**config.mk**
```make
export PLATFORM = sky130hd
export DESIGN_NAME = axi_grid_link_buffer
export DESIGN_NICKNAME = d
export VERILOG_FILES = /design/src/rtl/axi_grid_link_buffer.sv
export SDC_FILE = /design/constraint.sdc
export NUM_CORES = 1
export LEC_CHECK = 0
export ABC_AREA = 1
export BUFFER_PORTS_ARGS = -buffer_cell sky130_fd_sc_hd__buf_2
export CAP_MARGIN = 20
export CORE_UTILIZATION = 60
export DETAILED_ROUTE_END_ITERATION = 6
export PLACE_DENSITY = 0.83
export SETUP_SLACK_MARGIN = 0.5
export SYNTH_ARGS = -nofsm -noshare
export SYNTH_HDL_FRONTEND = slang
export SYNTH_SLANG_ARGS = --single-unit
export TNS_END_PERCENT = 10
```
**constraint.sdc**
```tcl
create_clock -name clk_i -period 6.6 [get_ports clk_i]
set_input_delay 1.32 -clock clk_i [delete_from_list [all_inputs] [get_ports clk_i]]
set_output_delay 1.32 -clock clk_i [all_outputs]
set_load 0.05 [all_outputs]
```
**src/rtl/axi_grid_link_buffer.sv**
```systemverilog
// rtl/axi_grid_link_buffer.sv - five-channel buffered grid link with per-channel FIFOs and flush

module axi_grid_link_fifo #(
    parameter int unsigned DEPTH = 2,
    parameter int unsigned WIDTH = 8,
    localparam int unsigned CW = (DEPTH == 0) ? 1 : $clog2(DEPTH + 1)
) (
    input  logic             clk,
    input  logic             resetn,
    input  logic             flush,
    input  logic [WIDTH-1:0] in_data,
    input  logic             in_valid,
    output logic             in_ready,
    output logic [WIDTH-1:0] out_data,
    output logic             out_valid,
    input  logic             out_ready,
    output logic [CW-1:0]    count
);

    if (DEPTH == 0) begin : g_bypass
        logic unused_ctrl;
        assign unused_ctrl = ^{clk, resetn, flush};
        assign out_data    = in_data;
        assign out_valid   = in_valid;
        assign in_ready    = out_ready;
        assign count       = '0;
    end else begin : g_fifo
        localparam int unsigned PW = (DEPTH <= 1) ? 1 : $clog2(DEPTH);

        logic [WIDTH-1:0] mem [DEPTH];
        logic [WIDTH-1:0] last_q;
        logic [PW-1:0]    wr_ptr;
        logic [PW-1:0]    rd_ptr;
        logic [PW-1:0]    wr_next;
        logic [PW-1:0]    rd_next;
        logic [CW-1:0]    count_q;
        logic             push;
        logic             pop;

        // Ready never looks at out_ready, so a full buffer cannot accept even while popping.
        assign in_ready  = (count_q != CW'(DEPTH)) && !flush && resetn;
        assign out_valid = (count_q != '0) && !flush;
        assign push      = in_valid && in_ready;
        assign pop       = out_valid && out_ready;
        assign count     = count_q;

        // Once drained, keep presenting the last flit handed downstream.
        assign out_data  = (count_q != '0) ? mem[rd_ptr] : last_q;

        assign wr_next = (wr_ptr == PW'(DEPTH - 1)) ? '0 : wr_ptr + PW'(1);
        assign rd_next = (rd_ptr == PW'(DEPTH - 1)) ? '0 : rd_ptr + PW'(1);

        always_ff @(posedge clk) begin
            if (!resetn) begin
                wr_ptr  <= '0;
                rd_ptr  <= '0;
                count_q <= '0;
                last_q  <= '0;
                for (int i = 0; i < DEPTH; i++) begin
                    mem[i] <= '0;
                end
            end else if (flush) begin
                wr_ptr  <= '0;
                rd_ptr  <= '0;
                count_q <= '0;
            end else begin
                if (push) begin
                    mem[wr_ptr] <= in_data;
                    wr_ptr      <= wr_next;
                end
                if (pop) begin
                    last_q <= mem[rd_ptr];
                    rd_ptr <= rd_next;
                end
                if (push && !pop) begin
                    count_q <= count_q + CW'(1);
                end else if (pop && !push) begin
                    count_q <= count_q - CW'(1);
                end
            end
        end
    end

endmodule

module axi_grid_link_buffer #(
    parameter type grid_id_t      = logic [3:0],
    parameter type grid_aw_chan_t = logic [15:0],
    parameter type grid_w_chan_t  = logic [15:0],
    parameter type grid_b_chan_t  = logic [7:0],
    parameter type grid_ar_chan_t = logic [15:0],
    parameter type grid_r_chan_t  = logic [15:0],
    parameter int unsigned AW_DEPTH = 2,
    parameter int unsigned W_DEPTH  = 2,
    parameter int unsigned B_DEPTH  = 2,
    parameter int unsigned AR_DEPTH = 2,
    parameter int unsigned R_DEPTH  = 2,
    localparam int unsigned AW_CW = (AW_DEPTH == 0) ? 1 : $clog2(AW_DEPTH + 1),
    localparam int unsigned W_CW  = (W_DEPTH == 0) ? 1 : $clog2(W_DEPTH + 1),
    localparam int unsigned B_CW  = (B_DEPTH == 0) ? 1 : $clog2(B_DEPTH + 1),
    localparam int unsigned AR_CW = (AR_DEPTH == 0) ? 1 : $clog2(AR_DEPTH + 1),
    localparam int unsigned R_CW  = (R_DEPTH == 0) ? 1 : $clog2(R_DEPTH + 1)
) (
    input  logic             clk_i,
    input  logic             arst_ni,
    input  logic             flush_i,

    input  grid_id_t         awdid_i,
    input  grid_id_t         awsid_i,
    input  grid_aw_chan_t    awchan_i,
    input  logic             awvalid_i,
    output logic             awready_o,
    output grid_id_t         awdid_o,
    output grid_id_t         awsid_o,
    output grid_aw_chan_t    awchan_o,
    output logic             awvalid_o,
    input  logic             awready_i,
    output logic [AW_CW-1:0] awcount_o,

    input  grid_id_t         wdid_i,
    input  grid_id_t         wsid_i,
    input  grid_w_chan_t     wchan_i,
    input  logic             wvalid_i,
    output logic             wready_o,
    output grid_id_t         wdid_o,
    output grid_id_t         wsid_o,
    output grid_w_chan_t     wchan_o,
    output logic             wvalid_o,
    input  logic             wready_i,
    output logic [W_CW-1:0]  wcount_o,

    input  grid_id_t         bdid_i,
    input  grid_id_t         bsid_i,
    input  grid_b_chan_t     bchan_i,
    input  logic             bvalid_i,
    output logic             bready_o,
    output grid_id_t         bdid_o,
    output grid_id_t         bsid_o,
    output grid_b_chan_t     bchan_o,
    output logic             bvalid_o,
    input  logic             bready_i,
    output logic [B_CW-1:0]  bcount_o,

    input  grid_id_t         ardid_i,
    input  grid_id_t         arsid_i,
    input  grid_ar_chan_t    archan_i,
    input  logic             arvalid_i,
    output logic             arready_o,
    output grid_id_t         ardid_o,
    output grid_id_t         arsid_o,
    output grid_ar_chan_t    archan_o,
    output logic             arvalid_o,
    input  logic             arready_i,
    output logic [AR_CW-1:0] arcount_o,

    input  grid_id_t         rdid_i,
    input  grid_id_t         rsid_i,
    input  grid_r_chan_t     rchan_i,
    input  logic             rvalid_i,
    output logic             rready_o,
    output grid_id_t         rdid_o,
    output grid_id_t         rsid_o,
    output grid_r_chan_t     rchan_o,
    output logic             rvalid_o,
    input  logic             rready_i,
    output logic [R_CW-1:0]  rcount_o
);

    localparam int unsigned IDW  = $bits(grid_id_t);
    localparam int unsigned AW_W = 2 * IDW + $bits(grid_aw_chan_t);
    localparam int unsigned W_W  = 2 * IDW + $bits(grid_w_chan_t);
    localparam int unsigned B_W  = 2 * IDW + $bits(grid_b_chan_t);
    localparam int unsigned AR_W = 2 * IDW + $bits(grid_ar_chan_t);
    localparam int unsigned R_W  = 2 * IDW + $bits(grid_r_chan_t);

    logic [AW_W-1:0] aw_out;
    logic [W_W-1:0]  w_out;
    logic [B_W-1:0]  b_out;
    logic [AR_W-1:0] ar_out;
    logic [R_W-1:0]  r_out;

    assign {awdid_o, awsid_o, awchan_o} = aw_out;
    assign {wdid_o, wsid_o, wchan_o}    = w_out;
    assign {bdid_o, bsid_o, bchan_o}    = b_out;
    assign {ardid_o, arsid_o, archan_o} = ar_out;
    assign {rdid_o, rsid_o, rchan_o}    = r_out;

    axi_grid_link_fifo #(.DEPTH(AW_DEPTH), .WIDTH(AW_W)) i_aw_fifo (
        .clk       (clk_i),
        .resetn    (arst_ni),
        .flush     (flush_i),
        .in_data   ({awdid_i, awsid_i, awchan_i}),
        .in_valid  (awvalid_i),
        .in_ready  (awready_o),
        .out_data  (aw_out),
        .out_valid (awvalid_o),
        .out_ready (awready_i),
        .count     (awcount_o)
    );

    axi_grid_link_fifo #(.DEPTH(W_DEPTH), .WIDTH(W_W)) i_w_fifo (
        .clk       (clk_i),
        .resetn    (arst_ni),
        .flush     (flush_i),
        .in_data   ({wdid_i, wsid_i, wchan_i}),
        .in_valid  (wvalid_i),
        .in_ready  (wready_o),
        .out_data  (w_out),
        .out_valid (wvalid_o),
        .out_ready (wready_i),
        .count     (wcount_o)
    );

    axi_grid_link_fifo #(.DEPTH(B_DEPTH), .WIDTH(B_W)) i_b_fifo (
        .clk       (clk_i),
        .resetn    (arst_ni),
        .flush     (flush_i),
        .in_data   ({bdid_i, bsid_i, bchan_i}),
        .in_valid  (bvalid_i),
        .in_ready  (bready_o),
        .out_data  (b_out),
        .out_valid (bvalid_o),
        .out_ready (bready_i),
        .count     (bcount_o)
    );

    axi_grid_link_fifo #(.DEPTH(AR_DEPTH), .WIDTH(AR_W)) i_ar_fifo (
        .clk       (clk_i),
        .resetn    (arst_ni),
        .flush     (flush_i),
        .in_data   ({ardid_i, arsid_i, archan_i}),
        .in_valid  (arvalid_i),
        .in_ready  (arready_o),
        .out_data  (ar_out),
        .out_valid (arvalid_o),
        .out_ready (arready_i),
        .count     (arcount_o)
    );

    axi_grid_link_fifo #(.DEPTH(R_DEPTH), .WIDTH(R_W)) i_r_fifo (
        .clk       (clk_i),
        .resetn    (arst_ni),
        .flush     (flush_i),
        .in_data   ({rdid_i, rsid_i, rchan_i}),
        .in_valid  (rvalid_i),
        .in_ready  (rready_o),
        .out_data  (r_out),
        .out_valid (rvalid_o),
        .out_ready (rready_i),
        .count     (rcount_o)
    );

endmodule

```
==> run metrics <==
outcome finished clean; H-tree Lvls 2; GRT Total Usage 0.257; Crit Reg-Reg Startpoint i_aw_fifo.count[0]; hold buffers post-CTS 0; dpl cell area 0.0194 mm²; Slew headroom 0.286; vias in the first global route 13780; Worst R2R Setup Slack 3790 ps; post-synth top area cell edfxtp_1; synthesized instance count 2458; CTS buffer count 39; LEAKAGE 10.5 nW; area grow syn2layout 13.6%; DP HPWL 26.6 mm; Hold Crit Class reg -> reg; CP max FO 25; RSZ-0062 raised after global routing false; global route overflow 0; TNS Setup 0 ps; Critical Path Sink Type output port; Yosys Warn Count 0; Max-cap violations 0; Clock Sinks 361; post-route ant nets 0; pwr/cell area 249 mW/mm²; crit start category flop; share of post-route cells with drive strength above 1 0.144; WL per Instance 13.0 µm; layout net count 2782; critical path arrival 3020 ps; Clock Skews 19.2 ps; initial antenna violation count 3; post_cts resized 0; PnR worst setup slack 2260 ps; crit path time final 4340 ps; routed vias 14794; drt first pass iters 6; 1st-iter DRT viols 1168; die area 0.0311 mm²; peak supply drop 206 µV; design area 0.0207 mm²; gpl congestion 0.825; Post-synth EDFFs 224; Synth Net Count 2588; Ports 257; commonest non-fill, non-tap cells in the layout nand2_1, inv_1, nor2_1; Synth top area share 0.369; Synth Cell Area 0.0182 mm²; fillers 2327; Critical Path End awchan_o[7]; Syn Area/Cell 7.42 µm²; Synth area leaders edfxtp_1, dfxtp_1, nand2_1; global-route wire length before repair 64.4 mm; Die H 176 µm; initial core utilization 0.612; worst reg2reg path endpoint i_aw_fifo.count[1]; Post-CTS Repair Setup Buffers 0; Reg clk slew, reported paths 60 ps; worst reg2reg path depth 9; Final Cycle Share 0.658; final setup vio count 0; # DRC 0; CP required 5280 ps; final WL 40.1 mm; Max Freq 230 MHz; CTS tree built; largest net degree at the start of global routing 91; Vias/cell 4.81; clock tree buffer depth 3; Slew Viols, Final 0; Async SR Flop Fraction 0; Rows 63; Top FF cell, synth edfxtp_1; Worst-Skew Late Latency 520 ps; core footprint 0.0298 mm²; Crit Path Class reg -> out; Die X-Extent 176 µm; post-synthesis sequential area ratio 0.519; Seq cells post-synth 361; Root Buffer clkbuf_16; Synth cell types 25; final hold vios 0; pre-CTS setup slack 2400 ps; Slew @ Worst Pin 1070 ps; total power 5.15 mW; commonest non-fill, non-tap cell in the layout nand2_1; # port buffers 256; worst hold slack 508 ps
cell type report:
type | count | area, µm² | area share
Antenna cell | 2 | 5.00 | 0.000242
Clock buffer | 54 | 1060 | 0.0513
Clock inverter | 16 | 135 | 0.00652
Inverter | 605 | 2270 | 0.110
Multi-Input combinational cell | 1379 | 5860 | 0.283
Sequential cell | 361 | 9470 | 0.457
Tap cell | 390 | 488 | 0.0236
Timing Repair Buffer | 266 | 1430 | 0.0691
through the flow:
stage	cells	util
5_1_grt	3071	0.695
6_report	3073	0.695
3_5_place_dp	2997	0.652
2_1_floorplan	2458	-
3_3_place_gp	2997	0.652
4_1_cts	3067	0.692
worst max-delay path: stages, from the launching register on:
cell and delay, ps:
dfxtp_1 910, inv_1 640, nand2_1 180, nand2_1 80, o21ai_0 350, buf_2 340
per-layer routing:
metal | vias up | wire, µm | track usage
met5 | - | 17 | 0
met4 | 2 | 1300 | 0.0999
met3 | 88 | 2910 | 0.0418
met2 | 522 | 19200 | 0.443
met1 | 6584 | 16600 | 0.324
li1 | 7598 | - | -
worst min path at each step:
stage,depth (start not counted),endpoint,slack [ps],from
final,4,i_b_fifo.g_fifo.last_q[10],510,i_b_fifo.g_fifo.last_q[10]
after global routing,4,i_r_fifo.g_fifo.last_q[8],530,i_r_fifo.g_fifo.last_q[8]
after CTS,4,i_w_fifo.g_fifo.last_q[1],510,i_w_fifo.g_fifo.last_q[1]
after detailed placement,4,i_w_fifo.g_fifo.last_q[1],500,i_w_fifo.g_fifo.last_q[1]
after global placement,4,i_b_fifo.g_fifo.last_q[12],490,i_b_fifo.g_fifo.last_q[12]
after floorplan,4,i_ar_fifo.g_fifo.last_q[0],490,i_ar_fifo.g_fifo.last_q[0]
Yosys cell counts (4+ instances only):
cell type	number
nor2_8	4
a21oi_1	5
nor2_2	35
o21ai_0	117
nand2_2	7
buf_4	8
edfxtp_1	224
dfxtp_1	137
nand3_1	122
buf_6	18
inv_1	602
buf_2	41
clkbuf_1	35
nand4_4	4
ha_1	5
buf_1	10
nand2_1	728
nor2_1	340
power breakdown:
part	switching, mW	total, mW	internal (mW)
clock	0.862	2.07	1.20
sequential	0.0315	2.52	2.49
combinational	0.419	0.564	0.145
logic make-up after synthesis:
kind of cell,count (synthesis),share of synthesized area
flops,361,0.519
fa+ha+maj,5,0.00343
simple gates,1252,0.284
buf+inv,718,0.160
compound gates,122,0.0335
registers in the layout (all words and copies together), names as in the netlist, 2 cells and up, named ones only:
name and count:
i_ar_fifo.count 2, i_ar_fifo.g_fifo.last_q 24, i_ar_fifo.g_fifo.mem 48, i_aw_fifo.count 2, i_aw_fifo.g_fifo.last_q 24, i_aw_fifo.g_fifo.mem 48, i_b_fifo.count 2, i_b_fifo.g_fifo.last_q 16
i_b_fifo.g_fifo.mem 32, i_r_fifo.count 2, i_r_fifo.g_fifo.last_q 24, i_r_fifo.g_fifo.mem 48, i_w_fifo.count 2, i_w_fifo.g_fifo.last_q 24, i_w_fifo.g_fifo.mem 48
No activity file was read; power rests on OpenSTA's default activity.
